===== config.mk =====
export PLATFORM = sky130hd
export DESIGN_NAME = mmu_paged_ctl
export DESIGN_NICKNAME = d
export VERILOG_FILES = /design/src/rtl/mmu_paged_ctl.sv
export SDC_FILE = /design/constraint.sdc
export NUM_CORES = 2
export LEC_CHECK = 0
export CORE_AREA = 2 2 369 371
export DETAILED_ROUTE_END_ITERATION = 7
export DIE_AREA = 0 0 371 373
export PLACE_DENSITY_LB_ADDON = 0.05
export REMOVE_ABC_BUFFERS = 1
export SLEW_MARGIN = 20
export SYNTH_ARGS = -nofsm -noshare
export SYNTH_HDL_FRONTEND = slang
export SYNTH_SLANG_ARGS = --single-unit

===== constraint.sdc =====
create_clock -name CLKX4 -period 3.8 [get_ports CLKX4]
set_clock_uncertainty 0.2 [all_clocks]
set_input_delay 0.38 -clock CLKX4 [delete_from_list [all_inputs] [get_ports CLKX4]]
set_output_delay 0.38 -clock CLKX4 [all_outputs]
set_load 0.005 [all_outputs]

===== src/rtl/mmu_paged_ctl.sv =====
// rtl/mmu_paged_ctl.sv - 6809 paged MMU: Q/E clock generator, on-chip task page map, write protect, fault latch, RTI return
module mmu_paged_ctl #(
  parameter logic [15:0] IO_PAGE    = 16'hFE00,
  parameter int          TASK_BITS  = 5,
  parameter int          PAGE_BITS  = 3,
  parameter int          PHYS_BITS  = 6,
  parameter int          PROTECT_HW = 0,
  parameter int          RTI_DELAY  = 1
) (
  input  logic                 CLKX4,
  input  logic                 nRESET,
  input  logic                 MRDY,
  output logic                 QX,
  output logic                 EX,
  input  logic [15:0]          ADDR,
  input  logic                 RnW,
  input  logic                 BA,
  input  logic                 BS,
  input  logic [7:0]           DATA_in,
  output logic [7:0]           DATA_out,
  output logic                 DATA_oe,
  output logic [PHYS_BITS-1:0] PPN,
  output logic                 nCSIO,
  output logic                 nRD,
  output logic                 nWR,
  output logic                 nIRQ_MMU
);

  localparam int          NPAGES   = 1 << PAGE_BITS;
  localparam int          NTASKS   = 1 << TASK_BITS;
  localparam int          IDX_BITS = TASK_BITS + PAGE_BITS;
  localparam logic [7:0]  MAP_BASE = 8'h20;
  localparam logic [2:0]  ARM_LOAD = 3'(RTI_DELAY + 1);

  // Phase encoding is {QX,EX}, so the outputs come straight from the state flops.
  typedef enum logic [1:0] {
    PH_00 = 2'b00,
    PH_10 = 2'b10,
    PH_11 = 2'b11,
    PH_01 = 2'b01
  } phase_t;

  phase_t phase;

  logic                 enmmu;
  logic                 s_mode;
  logic [TASK_BITS-1:0] access_key;
  logic [TASK_BITS-1:0] task_key;
  logic                 fault_valid;
  logic [TASK_BITS-1:0] fault_task;
  logic [PAGE_BITS-1:0] fault_page;
  logic [2:0]           arm_cnt;

  logic [PHYS_BITS:0]   map_mem [NTASKS*NPAGES];

  logic                 commit;
  logic [PAGE_BITS-1:0] page;
  logic                 vec;
  logic [TASK_BITS-1:0] cur_task;
  logic [IDX_BITS-1:0]  xlat_idx;
  logic [IDX_BITS-1:0]  win_idx;
  logic [PHYS_BITS:0]   xlat_entry;
  logic [PHYS_BITS:0]   win_entry;
  logic                 protect_mask;
  logic                 io_raw;
  logic                 io_hit;
  logic                 reg_hit;
  logic                 map_hit;
  logic                 wp_block;
  logic                 map_wr;
  logic                 reg_wr;
  logic                 rti_rd;
  logic                 fstat_rd;
  logic                 fault_set;
  logic [7:0]           reg_rd;
  logic [7:0]           map_rd;
  logic                 unused_data;

  assign QX     = phase[1];
  assign EX     = phase[0];
  assign commit = (phase == PH_01) & MRDY;

  always_ff @(posedge CLKX4 or negedge nRESET) begin
    if (!nRESET) begin
      phase <= PH_00;
    end else begin
      case (phase)
        PH_00:   phase <= PH_10;
        PH_10:   phase <= PH_11;
        PH_11:   phase <= PH_01;
        PH_01:   phase <= MRDY ? PH_00 : PH_01;
        default: phase <= PH_00;
      endcase
    end
  end

  assign page       = ADDR[15 -: PAGE_BITS];
  assign vec        = !BA & BS & RnW;
  assign cur_task   = (s_mode | vec) ? '0 : task_key;
  assign xlat_idx   = {cur_task, page};
  assign win_idx    = {access_key, ADDR[PAGE_BITS-1:0]};
  assign xlat_entry = map_mem[xlat_idx];
  assign win_entry  = map_mem[win_idx];

  // With hardware protection, user code sees the I/O page as plain memory.
  assign protect_mask = (PROTECT_HW != 0) & !s_mode & enmmu;
  assign io_raw       = (ADDR[15:8] == IO_PAGE[15:8]);
  assign io_hit       = io_raw & !protect_mask;
  assign reg_hit      = io_hit & (ADDR[7:3] == 5'b00010);
  assign map_hit      = io_hit & (ADDR[7:PAGE_BITS] == MAP_BASE[7:PAGE_BITS]);

  assign wp_block = enmmu & !s_mode & !RnW & xlat_entry[PHYS_BITS] & !io_hit;

  assign PPN      = enmmu ? xlat_entry[PHYS_BITS-1:0] : PHYS_BITS'(page);
  assign nRD      = !(EX & RnW);
  assign nWR      = !(EX & !RnW & !wp_block);
  assign nCSIO    = !(EX & io_hit & !reg_hit & !map_hit);
  assign DATA_oe  = EX & RnW & (reg_hit | map_hit);
  assign nIRQ_MMU = !fault_valid;

  assign map_wr    = commit & !RnW & map_hit;
  assign reg_wr    = commit & !RnW & reg_hit;
  assign rti_rd    = commit & RnW & reg_hit & (ADDR[2:0] == 3'd3);
  assign fstat_rd  = commit & RnW & reg_hit & (ADDR[2:0] == 3'd4);
  assign fault_set = commit & wp_block;

  always_comb begin
    reg_rd = 8'h00;
    case (ADDR[2:0])
      3'd0:    reg_rd = {6'b0, s_mode, enmmu};
      3'd1:    reg_rd = 8'(access_key);
      3'd2:    reg_rd = 8'(task_key);
      3'd3:    reg_rd = 8'h3B;
      3'd4:    reg_rd = {fault_valid, 2'b0, 5'(fault_task)};
      3'd5:    reg_rd = {4'b0, 4'(fault_page)};
      default: reg_rd = 8'h00;
    endcase
  end

  always_comb begin
    map_rd                  = 8'h00;
    map_rd[7]               = win_entry[PHYS_BITS];
    map_rd[PHYS_BITS-1:0]   = win_entry[PHYS_BITS-1:0];
  end

  assign DATA_out    = reg_hit ? reg_rd : map_rd;
  assign unused_data = ^DATA_in;

  // Map RAM has no reset; software initialises it before enabling the MMU.
  always_ff @(posedge CLKX4) begin
    if (map_wr) begin
      map_mem[win_idx] <= {DATA_in[7], DATA_in[PHYS_BITS-1:0]};
    end
  end

  always_ff @(posedge CLKX4 or negedge nRESET) begin
    if (!nRESET) begin
      enmmu       <= 1'b0;
      s_mode      <= 1'b1;
      access_key  <= '0;
      task_key    <= '0;
      fault_valid <= 1'b0;
      fault_task  <= '0;
      fault_page  <= '0;
      arm_cnt     <= 3'd0;
    end else begin
      if (reg_wr) begin
        case (ADDR[2:0])
          3'd0:    enmmu      <= DATA_in[0];
          3'd1:    access_key <= DATA_in[TASK_BITS-1:0];
          3'd2:    task_key   <= DATA_in[TASK_BITS-1:0];
          default: ;
        endcase
      end

      // The first fault is kept until software reads FSTAT.
      if (fault_set && (!fault_valid || fstat_rd)) begin
        fault_valid <= 1'b1;
        fault_task  <= task_key;
        fault_page  <= page;
      end else if (fstat_rd) begin
        fault_valid <= 1'b0;
      end

      if (commit) begin
        if (vec) begin
          s_mode  <= 1'b1;
          arm_cnt <= 3'd0;
        end else if (rti_rd) begin
          arm_cnt <= ARM_LOAD;
        end else if (arm_cnt != 3'd0) begin
          arm_cnt <= arm_cnt - 3'd1;
          if (arm_cnt == 3'd1) begin
            s_mode <= 1'b0;
          end
        end
      end
    end
  end

endmodule


# Yosys cells after proc, flatten, opt, wreduce, memory -nomap -nowiden
# Memories as Yosys holds them, arrays and structs flattened.
# Index checks and enable logic that the tools add are counted.
[classes] add_sub_neg=1 n_reduce_logical=25 muxes=17 bitwise_logic=26 n_eq_ne=13
[ops] operator="$pmux W8 S6" n=1
[ops] operator="$and A1 B1 Y1" n=24
[ops] operator="$logic_not A1 Y1" n=11
[ops] operator="$mux W1" n=9
[ops] operator="$mux W3" n=3
[ops] operator="$eq A8 B8 Y1 const B" n=1
[ops] operator="$mux W8" n=1
[ops] operator="$pmux W2 S4" n=1
[ops] operator="$reduce_and A2 Y1" n=4
[ops] operator="$eq A3 B1 Y1 const B" n=2
[ops] operator="$eq A3 B2 Y1 const B" n=2
[ops] operator="$eq A3 B3 Y1 const B" n=2
[ops] operator="$mux W6" n=1
[ops] operator="$reduce_bool A2 Y1" n=3
[ops] operator="$reduce_bool A3 Y1" n=2
[ops] operator="$eq A5 B2 Y1 const B" n=1
[ops] operator="$eq A5 B3 Y1 const B" n=1
[ops] operator="$mux W5" n=1
[ops] operator="$eq A2 B2 Y1 const B" n=2
[ops] operator="$reduce_and A4 Y1" n=1
[ops] operator="$logic_not A3 Y1" n=1
[ops] operator="$sub A3 B1 Y3 const B" n=1
[ops] operator="$eq A2 B1 Y1 const B" n=1
[ops] operator="$logic_not A2 Y1" n=1
[ops] operator="other kinds (4)" n=5
[totals] n_memories=1 regBits=26 out_inout_bits=21 ramBits=1792
[memory_table] name="map_mem" words=256 width=7 read_ports=2 rd_clocked_by_memory_dff=0 write_ports=1 line_no="54" text="logic [PHYS_BITS:0] map_mem [NTASKS*NPAGES];"

# Depth between registers and ports, before layout
# An unclocked memory read counts as a cell.
[depth] word_depth=11 depth_mapped=13

# Worst setup path before layout
# OpenSTA, ideal clock, no wires.
[synth_path] kind="in2out" from="input ADDR[14]" to="output PPN[3]" arrival_ns=2.785 required_ns=3.220 path_buffers=5 setup_slack_ns=0.435 cell_stages=11 cell_sequence="buf_4 buf_4 buf_4 clkbuf_1 clkbuf_1 mux4_2 mux4_2 a22oi_1 o211ai_1 o211ai_1 o21ai_0"
[synth_between] elab_chain_len=2
[synth_lines] element="start, declared" line_no="15" text="input logic [15:0] ADDR,"
[synth_lines] element="$mem_v2 Z256 W7"
[synth_lines] element="$mux W6" line_no="114" text="assign PPN = enmmu ? xlat_entry[PHYS_BITS-1:0] : PHYS_BITS'(page);"
[synth_lines] element="end, declared" line_no="22" text="output logic [PHYS_BITS-1:0] PPN,"
# No other way between the ends.

# Worst setup path after layout
[layout_path] from="register s_mode" to="output PPN[4]"
[layout_between] elab_chain_len=4
[layout_lines] element="start, declared" line_no="46" text="logic s_mode;"
[layout_lines] element="start signal, assigned" line_no="159" text="s_mode <= 1'b1;"
[layout_lines] element="start signal, assigned" line_no="187" text="s_mode <= 1'b1;"
[layout_lines] element="start signal, assigned" line_no="194" text="s_mode <= 1'b0;"
[layout_lines] element="$or A1 B1 Y1" line_no="99" text="assign cur_task = (s_mode | vec) ? '0 : task_key;"
[layout_lines] element="$mux W5" line_no="99"
[layout_lines] element="$mem_v2 Z256 W7"
[layout_lines] element="$mux W6" line_no="114"
# No other way between the ends.

==> results.yml <==
synthesis:
  yosys.area_share.adder_pct: 0.04396
  synth-compound-area-share_pct: 1.363
  synthesis.area_sq_mm: 0.08539
  syn_inst: 4096
  synth_top_family_by_area: "multiplexers"
  synthFlopType: "edfxtp_1"
  synthSimpleGateAreaFrac_pct: 3.216
  synth_edf_count: 1792
  synth-seq-cells: 1818
  synthMuxAreaShare_pct: 29.57
  synthArstFlopShare_pct: 1.430
  synth_cell_types: 65
  yosysSeqAreaShare_pct: 63.78
  synth_xor_area_share_pct: 0
  yosys_warnings: 0
  synth_area_per_cell_sq_um: 20.85
placement:
  dp_hpwl_microns: 190200
  portBuffers: 48
  gp_congestion: 1.009
finish:
  final_common_cell: "edfxtp_1"
  syn2layout_area_growth_pct: 20.15
  drive_above_1_share_pct: 49.48
  layout.nets: 4997
  mostFrequentLayoutCells: "1,792 x edfxtp_1, 1,083 x mux4_2, 793 x buf_4"
die:
  die_h_microns: 373
  design.core.area_sq_mm: 0.1346
  rows: 135
  die_w_microns: 371
  io_pins: 51
  start_util_pct: 63.43
  die-area_sq_mm: 0.1384
sta:
  maxSlewViolCount: 0
  final.setup.worst_slack_ps: -620.6
  rsz0062_at_grt: "true"
  fin_crit_sh_pct: 116.3
  fmax_mhz: 226.2
  setup_viol: 14
  holdWs_ps: 59.72
  hold_viol: 0
  period_needed_ps: 4421
  maxSlewHeadroom_pct: 20.79
  tightest_slew_ps: 1188
clock_network:
  clk_latency_ps: 840
  cts_tree: "done"
  clock_sinks: 1818
  numCtsBuffers: 183
  cts_root_buf: "clkbuf_16"
  clockBufferDepth: 3
  cts.htree.levels: 4
  clkTransAtPathRegs_ps: 60
critical_path:
  path_buf_inv: 6
  crit_path_max_incr_delay_ps: 510
  path_max_fanout: 12
  slowest_stage: "o211ai_1"
  setup.worst_path.end_class: "output pin"
  cp.required_ps: 3220
  crit_top_cell: "buf_4"
  crit_chain: "buf_4, buf_8, buf_4, nor3_2, buf_6, mux4_2, mux2i_1, mux2i_1, o211ai_1, o21ai_1, buf_4, buf_6"
  start_kind: "flop"
  crit_family: "buffers and inverters"
  arrival_ps: 3840
  crit_type: "reg -> out"
global_route:
  grt_max_degree: 144
  grt.busiest_layer: "met2"
  grt-ovfl-total: 0
  met1_usage_pct: 57.55
  gr-usage-met2_pct: 62.00
  grt_pass1_vias: 52870
  grt_usage_pct: 41.47
  antenna_found_initial: 5
  grt_pass1_wl_microns: 395100
  gr-usage-met3_pct: 12.36
detailed_routing:
  drtPass1Iterations: 8
  num_vias: 52220
  dr.first_iter.drc_count: 9292
  wl_microns: 280200
  ant_nets: 0
  wl_per_cell_microns: 40.59
  route.detailed.drc: 0
  via_per_inst: 7.566
outcome:
  status: "finished with violations"
  violations: "negative setup slack"
power_and_ir_drop:
  p_leak_uw: 0.03396
  p_total_uw: 43950
  ir_worst_vdd_mv: 0.4569
  power.density_mw_per_mm2: 428.4
flow_run:
  maxCapViolCount: 0
worst_hold_path:
  hp-class: "in -> reg"
==> layer usage <==
metal  vias to the layer above  part of all wire (%)
met5                         -                     0
met4                         0                   5.6
met3                       786                    14
met2                      4362                    47
met1                     27460                    34
li1                      19620                     -
==> area by class of cell <==
cell class                      instances  area (sq um)
Sequential cell                      1818         54470
Timing Repair Buffer                 1015          9553
Tap cell                             1781          2228
Fill cell                            7218         32030
Antenna cell                            6         15.01
Multi-Input combinational cell       1932         30200
Inverter                               13         75.07
Clock buffer                          226          4931
Clock inverter                        110          1091
Timing Repair inverter                  1         30.03
==> tightest hold or removal path, delay by kind of cell <==
family / cells / cell delay, ps
buffers and inverters: 2 / 530
AO/OA/AOI/OAI: 1 / 130
==> registers in the layout (all words and copies together) (netlist names) <==
register     flops
s_mode           1
fault_page       3
phase            2
fault_valid      1
access_key       5
map_mem       1792
fault_task       5
arm_cnt          3
enmmu            1
task_key         5
==> cell families (layout without fill, tap and decap cells) <==
logic type	count (synthesis)	in the layout
adders and majority gates	3	3
muxes	1153	1153
and+or+nand+nor	604	604
buffers and inverters	346	1365
other	1	7
AOI/OAI and AO/OA	171	171
DFF	1818	1818
==> path summary, 6_finish.rpt <==
check / from / to / slack [ps] / depth (start not counted)
max in group asynchronous: nRESET / s_mode / 2730 / 3
worst max-delay path: s_mode / PPN[4] / -620 / 12
worst max register to register: phase[0] / map_mem[88][1] / 480 / 8
worst min register to register: arm_cnt[1] / arm_cnt[1] / 290 / 2
worst min-delay path: MRDY / phase[0] / 60 / 3
min in group asynchronous: nRESET / phase[0] / 310 / 3
==> per-stage QoR <==
stage | setup WS, ps | area, sq um | util, % | TNS, ps | cells
3_5_place_dp | -1158 | 94470 | 70.18 | -12120 | 6475
4_1_cts | -527.4 | 102200 | 75.95 | -5345 | 6880
5_1_grt | -627.7 | 102600 | 76.20 | -6516 | 6897
2_1_floorplan | -2042 | 83710 | - | -35670 | 3763
3_3_place_gp | -1180 | 94470 | 70.18 | -12270 | 6475
6_report | -620.6 | 102600 | 76.21 | -6094 | 6902
==> timing repair <==
item                                    in CTS  in global routing
pin swaps                                   71                 40
cloned                                       4                  0
hold endpoints to repair                   490                  0
endpoints found under the setup margin      14                 14
gates resized for setup                    297                 46
hold buffers                                 8                  0
buffers inserted                            66                 23
==> power by group <==
group / leakage [uW] / total [uW] / switching [uW] / internal (uW)
clock network: 0.00294 / 18300 / 7740 / 10600
registers: 0.0164 / 22100 / 40.9 / 22100
logic: 0.0146 / 3550 / 1910 / 1640
==> cell usage after synthesis, types with 6 or more instances <==
library cell / instances / area (sq um)
inv_1: 11 / 41.29
o22ai_1: 10 / 62.56
mux2i_1: 39 / 390.4
mux2_4: 8 / 120.1
and3_1: 6 / 37.54
buf_2: 104 / 520.5
nand3_1: 61 / 305.3
a22oi_1: 39 / 292.8
nand2_1: 129 / 484.2
o211ai_1: 15 / 112.6
nand4_1: 27 / 168.9
buf_4: 44 / 330.3
nor2_1: 294 / 1104
a31oi_1: 12 / 75.07
a211oi_1: 6 / 45.04
edfxtp_1: 1792 / 53810
nor2b_1: 17 / 106.4
a21oi_1: 32 / 160.2
nand2_2: 10 / 62.56
buf_6: 13 / 146.4
nand2b_1: 10 / 62.56
dfrtp_1: 25 / 625.6
mux4_1: 8 / 210.2
a32oi_1: 6 / 52.55
clkbuf_1: 142 / 533.0
o21ai_0: 21 / 105.1
mux4_2: 1080 / 24320
mux2_2: 18 / 202.7
buf_1: 27 / 101.4
nor3_1: 15 / 75.07
nor4_1: 9 / 56.30
(Power assumes the default switching activity.)
